--- config.mk ---
export PLATFORM = sky130hd
export DESIGN_NAME = local_branch_predictor
export DESIGN_NICKNAME = d
export VERILOG_FILES = /design/src/rtl/local_branch_predictor_pkg.sv /design/src/rtl/local_branch_predictor_pht.sv /design/src/rtl/local_branch_predictor.sv
export SDC_FILE = /design/constraint.sdc
export NUM_CORES = 1
export LEC_CHECK = 0
export CELL_PAD_IN_SITES_DETAIL_PLACEMENT = 1
export CELL_PAD_IN_SITES_GLOBAL_PLACEMENT = 1
export CORE_UTILIZATION = 49
export DETAILED_ROUTE_END_ITERATION = 6
export HOLD_SLACK_MARGIN = 0.1
export PLACE_DENSITY = 0.89
export SYNTH_ARGS = -nofsm -noshare
export SYNTH_HDL_FRONTEND = slang
export SYNTH_SLANG_ARGS = --single-unit
export TNS_END_PERCENT = 30
--- constraint.sdc ---
create_clock -name clk -period 6.4 [get_ports clk]
set_input_delay 1.28 -clock clk [delete_from_list [all_inputs] [get_ports clk]]
set_output_delay 1.28 -clock clk [all_outputs]
set_load 0.02 [all_outputs]
--- src/rtl/local_branch_predictor_pkg.sv ---
// Shared types for the local branch predictor: 2-bit counter states and the history snapshot type.
package lbp_types;

  localparam int unsigned LBP_HIST_BITS    = 4;
  localparam int unsigned LBP_LHT_IDX_BITS = 5;

  typedef enum logic [1:0] {
    SNT = 2'b00,
    WNT = 2'b01,
    WT  = 2'b10,
    ST  = 2'b11
  } lbp_ctr_t;

  typedef logic [LBP_HIST_BITS-1:0] lbp_hist_t;

  localparam lbp_ctr_t LBP_CTR_RESET = WNT;

endpackage

--- src/rtl/local_branch_predictor_pht.sv ---
// Pattern history table: 2**HIST_BITS saturating 2-bit counters.
// One combinational read port for IF and one write port for EX.
module lbp_pht
  import lbp_types::*;
#(
  parameter int unsigned HIST_BITS = LBP_HIST_BITS
) (
  input  logic                 clk,
  input  logic                 rst,
  input  logic [HIST_BITS-1:0] rd_idx_i,
  output lbp_ctr_t             rd_ctr_o,
  input  logic                 wr_en_i,
  input  logic [HIST_BITS-1:0] wr_idx_i,
  input  logic                 wr_taken_i
);

  localparam int unsigned ENTRIES = 2 ** HIST_BITS;

  lbp_ctr_t pht_q [ENTRIES];
  lbp_ctr_t ctr_cur;
  lbp_ctr_t ctr_d;

  assign ctr_cur = pht_q[wr_idx_i];

  always_comb begin
    ctr_d = ctr_cur;
    unique case (ctr_cur)
      SNT: ctr_d = wr_taken_i ? WNT : SNT;
      WNT: ctr_d = wr_taken_i ? WT  : SNT;
      WT:  ctr_d = wr_taken_i ? ST  : WNT;
      ST:  ctr_d = wr_taken_i ? ST  : WT;
      default: ctr_d = LBP_CTR_RESET;
    endcase
  end

  always_ff @(posedge clk or posedge rst) begin
    if (rst) begin
      for (int unsigned i = 0; i < ENTRIES; i++) begin
        pht_q[i[HIST_BITS-1:0]] <= LBP_CTR_RESET;
      end
    end else if (wr_en_i) begin
      pht_q[wr_idx_i] <= ctr_d;
    end
  end

  assign rd_ctr_o = pht_q[rd_idx_i];

endmodule

--- src/rtl/local_branch_predictor.sv ---
// Two-level local branch predictor: per-PC history table (LHT) feeding a shared PHT.
// Optional perf counters enabled by defining LBP_PERF_COUNTERS_EN.
module local_branch_predictor
  import lbp_types::*;
#(
  parameter int unsigned LHT_IDX_BITS = LBP_LHT_IDX_BITS,
  parameter int unsigned HIST_BITS    = LBP_HIST_BITS
) (
  input  logic                 clk,
  input  logic                 rst,
  input  logic                 if_valid,
  input  logic [31:0]          if_pc,
  output logic                 pred_taken,
  output logic [HIST_BITS-1:0] pred_hist,
  input  logic                 ex_update,
  input  logic [31:0]          ex_pc,
  input  logic                 ex_br_en,
  input  logic                 ex_pred,
  input  logic [HIST_BITS-1:0] ex_hist,
  output logic                 mispredict
`ifdef LBP_PERF_COUNTERS_EN
  ,
  output logic [31:0]          perf_branches,
  output logic [31:0]          perf_mispredicts
`endif
);

  localparam int unsigned LHT_ENTRIES = 2 ** LHT_IDX_BITS;

  logic [HIST_BITS-1:0]    lht_q [LHT_ENTRIES];
  logic [HIST_BITS-1:0]    lht_d;
  logic [LHT_IDX_BITS-1:0] if_idx;
  logic [LHT_IDX_BITS-1:0] ex_idx;
  lbp_ctr_t                pht_rd_ctr;
  logic                    unused_pc_bits;

  assign if_idx = if_pc[LHT_IDX_BITS+1:2];
  assign ex_idx = ex_pc[LHT_IDX_BITS+1:2];

  assign unused_pc_bits = ^{if_pc[31:LHT_IDX_BITS+2], if_pc[1:0],
                            ex_pc[31:LHT_IDX_BITS+2], ex_pc[1:0]};

  // Reads come straight from registered state, so a same-cycle update is not bypassed.
  assign pred_hist  = lht_q[if_idx];
  assign pred_taken = if_valid & pht_rd_ctr[1];
  assign mispredict = ex_update & (ex_br_en ^ ex_pred);

  assign lht_d = {lht_q[ex_idx][HIST_BITS-2:0], ex_br_en};

  always_ff @(posedge clk or posedge rst) begin
    if (rst) begin
      for (int unsigned i = 0; i < LHT_ENTRIES; i++) begin
        lht_q[i[LHT_IDX_BITS-1:0]] <= '0;
      end
    end else if (ex_update) begin
      lht_q[ex_idx] <= lht_d;
    end
  end

  // The PHT trains on the snapshot carried from IF, not the current LHT contents.
  lbp_pht #(
    .HIST_BITS (HIST_BITS)
  ) u_pht (
    .clk        (clk),
    .rst        (rst),
    .rd_idx_i   (pred_hist),
    .rd_ctr_o   (pht_rd_ctr),
    .wr_en_i    (ex_update),
    .wr_idx_i   (ex_hist),
    .wr_taken_i (ex_br_en)
  );

`ifdef LBP_PERF_COUNTERS_EN
  logic [31:0] perf_branches_q, perf_branches_d;
  logic [31:0] perf_mispredicts_q, perf_mispredicts_d;

  always_comb begin
    perf_branches_d    = perf_branches_q;
    perf_mispredicts_d = perf_mispredicts_q;
    if (ex_update && (perf_branches_q != '1)) begin
      perf_branches_d = perf_branches_q + 32'd1;
    end
    if (mispredict && (perf_mispredicts_q != '1)) begin
      perf_mispredicts_d = perf_mispredicts_q + 32'd1;
    end
  end

  always_ff @(posedge clk or posedge rst) begin
    if (rst) begin
      perf_branches_q    <= '0;
      perf_mispredicts_q <= '0;
    end else begin
      perf_branches_q    <= perf_branches_d;
      perf_mispredicts_q <= perf_mispredicts_d;
    end
  end

  assign perf_branches    = perf_branches_q;
  assign perf_mispredicts = perf_mispredicts_q;
`endif

endmodule

Word-level counts from Yosys, hierarchy flattened

Index checks and enable logic that the tools add are counted.

Register bits: 160
Input bits: 74
Output and inout bits: 6

Reduce and logical (&&, ||, !) cells: 3
Equality and inequality tests: 3
Bitwise logic cells: 7
Mux-type cells: 23
Order comparisons: 6

Operators with widths:

| kind               | count |
|---|---|
| $bwmux 128         | 1 |
| $bmux 4 s5         | 2 |
| $bwmux 32          | 1 |
| $demux 4 s5        | 1 |
| $bmux 2 s4         | 2 |
| $mux 2             | 7 |
| $ge 6x6->1 const B | 2 |
| $mux 4             | 3 |
| $not 5->6          | 2 |
| $ge 5x5->1 const B | 2 |
| $not 4->5          | 2 |
| $demux 2 s4        | 1 |
| $pmux 2 s4         | 1 |
| $lt 6x1->1 const B | 1 |
| $mux 3             | 2 |
| $lt 5x1->1 const B | 1 |
| $eq 2x2->1 const B | 2 |
| $and 1x1->1        | 2 |
| $eq 2x1->1 const B | 1 |
| $logic_and 1x1->1  | 2 |
| $logic_not 2->1    | 1 |
| $mux 1             | 2 |
| $xor 1x1->1        | 1 |

Longest topological paths before layout

Depth in word-level cells: 9
Mapped depth: 10
Depth with buffers taken out: 7

Hierarchy

A second synthesis with hierarchy kept.

Cell total of the unflattened synthesis: 773
Area, all modules: 8969.9 sq um

Modules (own cells, without submodules):

| module                 | sequential area each (sq um) | cells each | instances | area each (sq um) |
|---|---|---|---|---|
| local_branch_predictor | 3203.1                       | 617        | 1         | 6980.4 |
| lbp_pht                | 820.8                        | 156        | 1         | 1989.4 |

Worst setup path after synthesis

Ideal clock, no wire load.

Kind: input to output
From: in if_pc[2]
To: out pred_taken
Buffers on the path: 3
Stages: 8
Arrival time: 3.894 ns
Setup slack: 1.226 ns
Data required time: 5.120 ns
Cells stage by stage: buf_2 -> buf_4 -> buf_2 -> mux4_2 -> mux4_2 -> mux2_2 -> nand3b_1 -> a21boi_1

Longest elaborated chain between the ends: 9

Ends and longest elaborated chain:

| what                                      | line                             | source |
|---|---|---|
| from (decl)                               | local_branch_predictor.sv:12     | `input logic [31:0] if_pc,` |
| $not 5->6 (not written as such)           | local_branch_predictor.sv:44     | `assign pred_hist = lht_q[if_idx];` |
| $bmux 4 s5                                | local_branch_predictor.sv:44     |  |
| $mux 4 (not written as such) (2 in a row) | local_branch_predictor.sv:44     |  |
| net pred_hist[3]                          | local_branch_predictor.sv:14     | `output logic [HIST_BITS-1:0] pred_hist,` |
| $not 4->5 (not written as such)           | local_branch_predictor_pht.sv:46 | `assign rd_ctr_o = pht_q[rd_idx_i];` |
| $bmux 2 s4                                | local_branch_predictor_pht.sv:46 |  |
| $mux 2 (not written as such) (2 in a row) | local_branch_predictor_pht.sv:46 |  |
| $and 1x1->1                               | local_branch_predictor.sv:45     | `assign pred_taken = if_valid & pht_rd_ctr[1];` |
| to (decl)                                 | local_branch_predictor.sv:13     | `output logic pred_taken,` |

The timed path passes the listed nets, and every way through them passes these cells. The select of a mux whose other input is x is not followed.

Worst setup path after layout

From: in if_pc[3]
To: out pred_taken

Longest elaborated chain between the ends: 9

Ends and longest elaborated chain:

| what                                      | line |
|---|---|
| $not 5->6 (not written as such)           | local_branch_predictor.sv:44 |
| $bmux 4 s5                                | local_branch_predictor.sv:44 |
| $mux 4 (not written as such) (2 in a row) | local_branch_predictor.sv:44 |
| $not 4->5 (not written as such)           | local_branch_predictor_pht.sv:46 |
| $bmux 2 s4                                | local_branch_predictor_pht.sv:46 |
| $mux 2 (not written as such) (2 in a row) | local_branch_predictor_pht.sv:46 |
| $and 1x1->1                               | local_branch_predictor.sv:45 |

Every way passes these cells. The select of a mux whose other input is x is not followed.

==> summary.txt <==
Run status
  – Status: finished, final reports clean

Final layout
  – Layout area overhead: 12.6%
  – Fin nets: 648
  – Multi-input gate area: 4210 um^2
  – Final core occ: 56.9%
  – Diode count: 0
  – Register Area: 4020 um^2
  – Fillers: 1579
  – Layout cell share with drive strength beyond 1: 50.1%

Logic synthesis
  – Fraction of registers with async set/reset: 100%
  – Top area cells in the synthesized netlist: dfrtp_1 43%, mux2_2 22%, mux4_2 18%
  – Yosys warnings: 0
  – Yosys reg bits: 160
  – Count leader, synth: mux2_2
  – Leading area contributor after synthesis: dfrtp_1
  – Mean post-synth cell area: 15.1 um^2
  – Mapped Area: 8450 um^2
  – Number of synthesized flops with an enable pin: 0
  – Mapped Cells: 560
  – Synth top cells by count: 163 x mux2_2, 144 x dfrtp_1, 69 x mux4_2
  – Top_reg_cell synth: dfrtp_1
  – Post-synth top area share: 42.7%
  – Syn nets: 634
  – Yosys cell types: 36
  – Seq/Total Area, Yosys: 47.6%

Worst setup path
  – Delay-heaviest family, CP: multiplexers
  – Worst Path Buf+Inv: 3
  – Reg2Reg Setup Slack: 2.96 ns
  – Crit end category: primary output
  – Worst flop-to-flop path endpoint: lht_q[6]
  – CP Cell Sequence: clkdlybuf4s50_1 -> buf_12 -> mux4_1 -> mux4_2 -> mux2i_4 -> mux2i_1 -> a22oi_1 -> nand3_1 -> a21boi_1 -> clkdlybuf4s50_1
  – Crit path max fanout: 21
  – Max stage delay on crit path: 0.64 ns
  – R2r worst-path depth: 6
  – Most used cell, CP: clkdlybuf4s50_1
  – Setup crit start kind: primary input
  – Reg-to-reg startpoint: lht_q[65]
  – Worst path required time: 5.12 ns
  – Crit-path slowest cell: mux4_1
  – Kind of critical path: primary input to primary output
  – Crit path DAT: 5.02 ns

STA
  – Crit path time final: 6.30 ns
  – Fmax: 159 MHz
  – Endpoints failing setup: 0
  – Clk_skew: 0.00906 ns
  – TNS Setup: 0 ns
  – Hold Vio Cnt, Final: 0
  – Unrepaired setup endpoints after global routing: false
  – Final period utilization: 98.4%
  – Relative slew slack: 12.1%
  – WHS: 0.507 ns
  – Fin. max-slew vios: 0
  – Measured slew at the worst slew-check pin: 1.31 ns

Run
  – Max-capacitance violation count: 0

GRT
  – Initial antenna violation count: 0
  – Gr ovfl total: 0
  – Largest net degree at the start of global routing: 98
  – Total track usage: 28.3%
  – First-pass GRT wire length: 36900 um
  – Number of global-route vias before repair: 6016

Clocking
  – Skew-Pair Late Insertion Delay: 0.43 ns
  – CTS Buffer Depth: 2
  – Clk sinks: 160
  – CTS clk-pin slew, worst paths: 0.06 ns
  – Setup Buffers After CTS: 0
  – TritonCTS clock tree: built
  – CTS resizes: 0
  – Clock root cell: clkbuf_16
  – # H-tree levels: 4
  – TritonCTS buffer count: 17
  – CTS hold repair buffers: 0

Worst hold path
  – Hold Path Stages: 1
  – Hold EP: lht_q[115]
  – Worst min-delay path startpoint: lht_q[115]
  – Hold Crit Class: register to register

Floorplanning
  – Die area: 17800 um^2
  – Die W: 133 um
  – Row count: 47
  – Total core area: 16700 um^2
  – Starting Density: 50.6%
  – Die height: 133 um
  – I/O pin total: 80

Detailed routing
  – Antenna Nets Post-Route: 0
  – Vias: 5355
  – Via density: 6.64
  – WL final: 23000 um
  – Wirelength per Cell: 28.4 um
  – DRC viols: 0
  – Pre-antenna DRT Iters: 4
  – DR iter-0 viols: 440

Power and ir drop
  – Pwr dens: 317 nW/um^2
  – Total chip power: 3.01 mW
  – Max VDD drop: 0.199 mV
  – Leakage: 4.17 nW

Placement
  – Final HPWL DP: 14600 um
  – Routability cong.: 0.810
  – Buffers on Ports: 25
sequential cells by signal (all words and copies together), names as in the netlist:
register,flops
lht_q,128
u_pht.pht_q,32
power by group:
group	total, mW	leakage [nW]	switching, mW	internal (mW)
Sequential	1.32	2.12	0.126	1.20
Combinational	0.586	1.75	0.278	0.308
Clock	1.10	0.302	0.445	0.659
Total	3.01	4.17	0.849	2.16
worst max-delay path by stage:
stage / start / endpoint / cells past startpoint / slack [ns]
floorplan: rst / lht_q[0] / 1 / 0.83
global placement: if_pc[3] / pred_taken / 10 / 0.26
detailed placement: if_pc[3] / pred_taken / 10 / 0.23
CTS: if_pc[3] / pred_taken / 10 / 0.11
global route: if_pc[3] / pred_taken / 10 / 0.03
finish: if_pc[3] / pred_taken / 10 / 0.10
layout by cell type, fill, tap and decap left out, types with 2 or more instances in the layout:
master and n:
mux2_2 163, dfrtp_1 144, mux4_2 69, nor2_1 28, clkdlybuf4s50_1 23, nand2_1 19, clkbuf_16 17, dfstp_2 16
nand3b_1 9, inv_1 8, mux2i_1 8, a22oi_1 7, nand3_1 7, buf_4 6, nor2b_1 5, nor3b_1 5
mux4_1 5, inv_6 4, bufinv_16 4, a21oi_1 3, and3_1 3, o22ai_1 3, a221oi_1 3, or3_1 3
clkinvlp_4 3, maj3_1 2, nand2b_1 2, clkinv_2 2, clkinv_4 2, buf_2 2, buf_12 2
metal layers:
metal / GRT usage (%) / share of wire (%)
met1: 37.0 / 41
met3: 6.43 / 5.9
met2: 46.0 / 51
met4: 11.4 / 2.9
met5: 0 / 0
kinds of logic after synthesis:
family / synth area share, %
adder cells (fa/ha/maj): 0.237
AO/OA/AOI/OAI: 1.42
AND/OR/NAND/NOR: 5.20
multiplexers: 42.9
buffers and inverters: 2.50
flip-flops: 47.6
XOR/XNOR: 0.104
area by class of cell:
type / count / area share (%)
Inverter: 9 / 0.408
Timing Repair Buffer: 33 / 3.42
Clock inverter: 15 / 2.18
Tap cell: 220 / 2.90
Clock buffer: 17 / 4.47
Sequential cell: 160 / 42.3
Multi-Input combinational cell: 353 / 44.3
per-stage QoR:
stage / std cells / area (um^2) / worst slack [ns]
3_3_place_gp: 775 / 8870 / 0.258
4_1_cts: 807 / 9510 / 0.115
5_1_grt: 807 / 9510 / 0.0320
6_report: 807 / 9510 / 0.100
2_1_floorplan: 560 / 8450 / 0.827
3_5_place_dp: 775 / 8870 / 0.232
(Power assumes the default switching activity.)
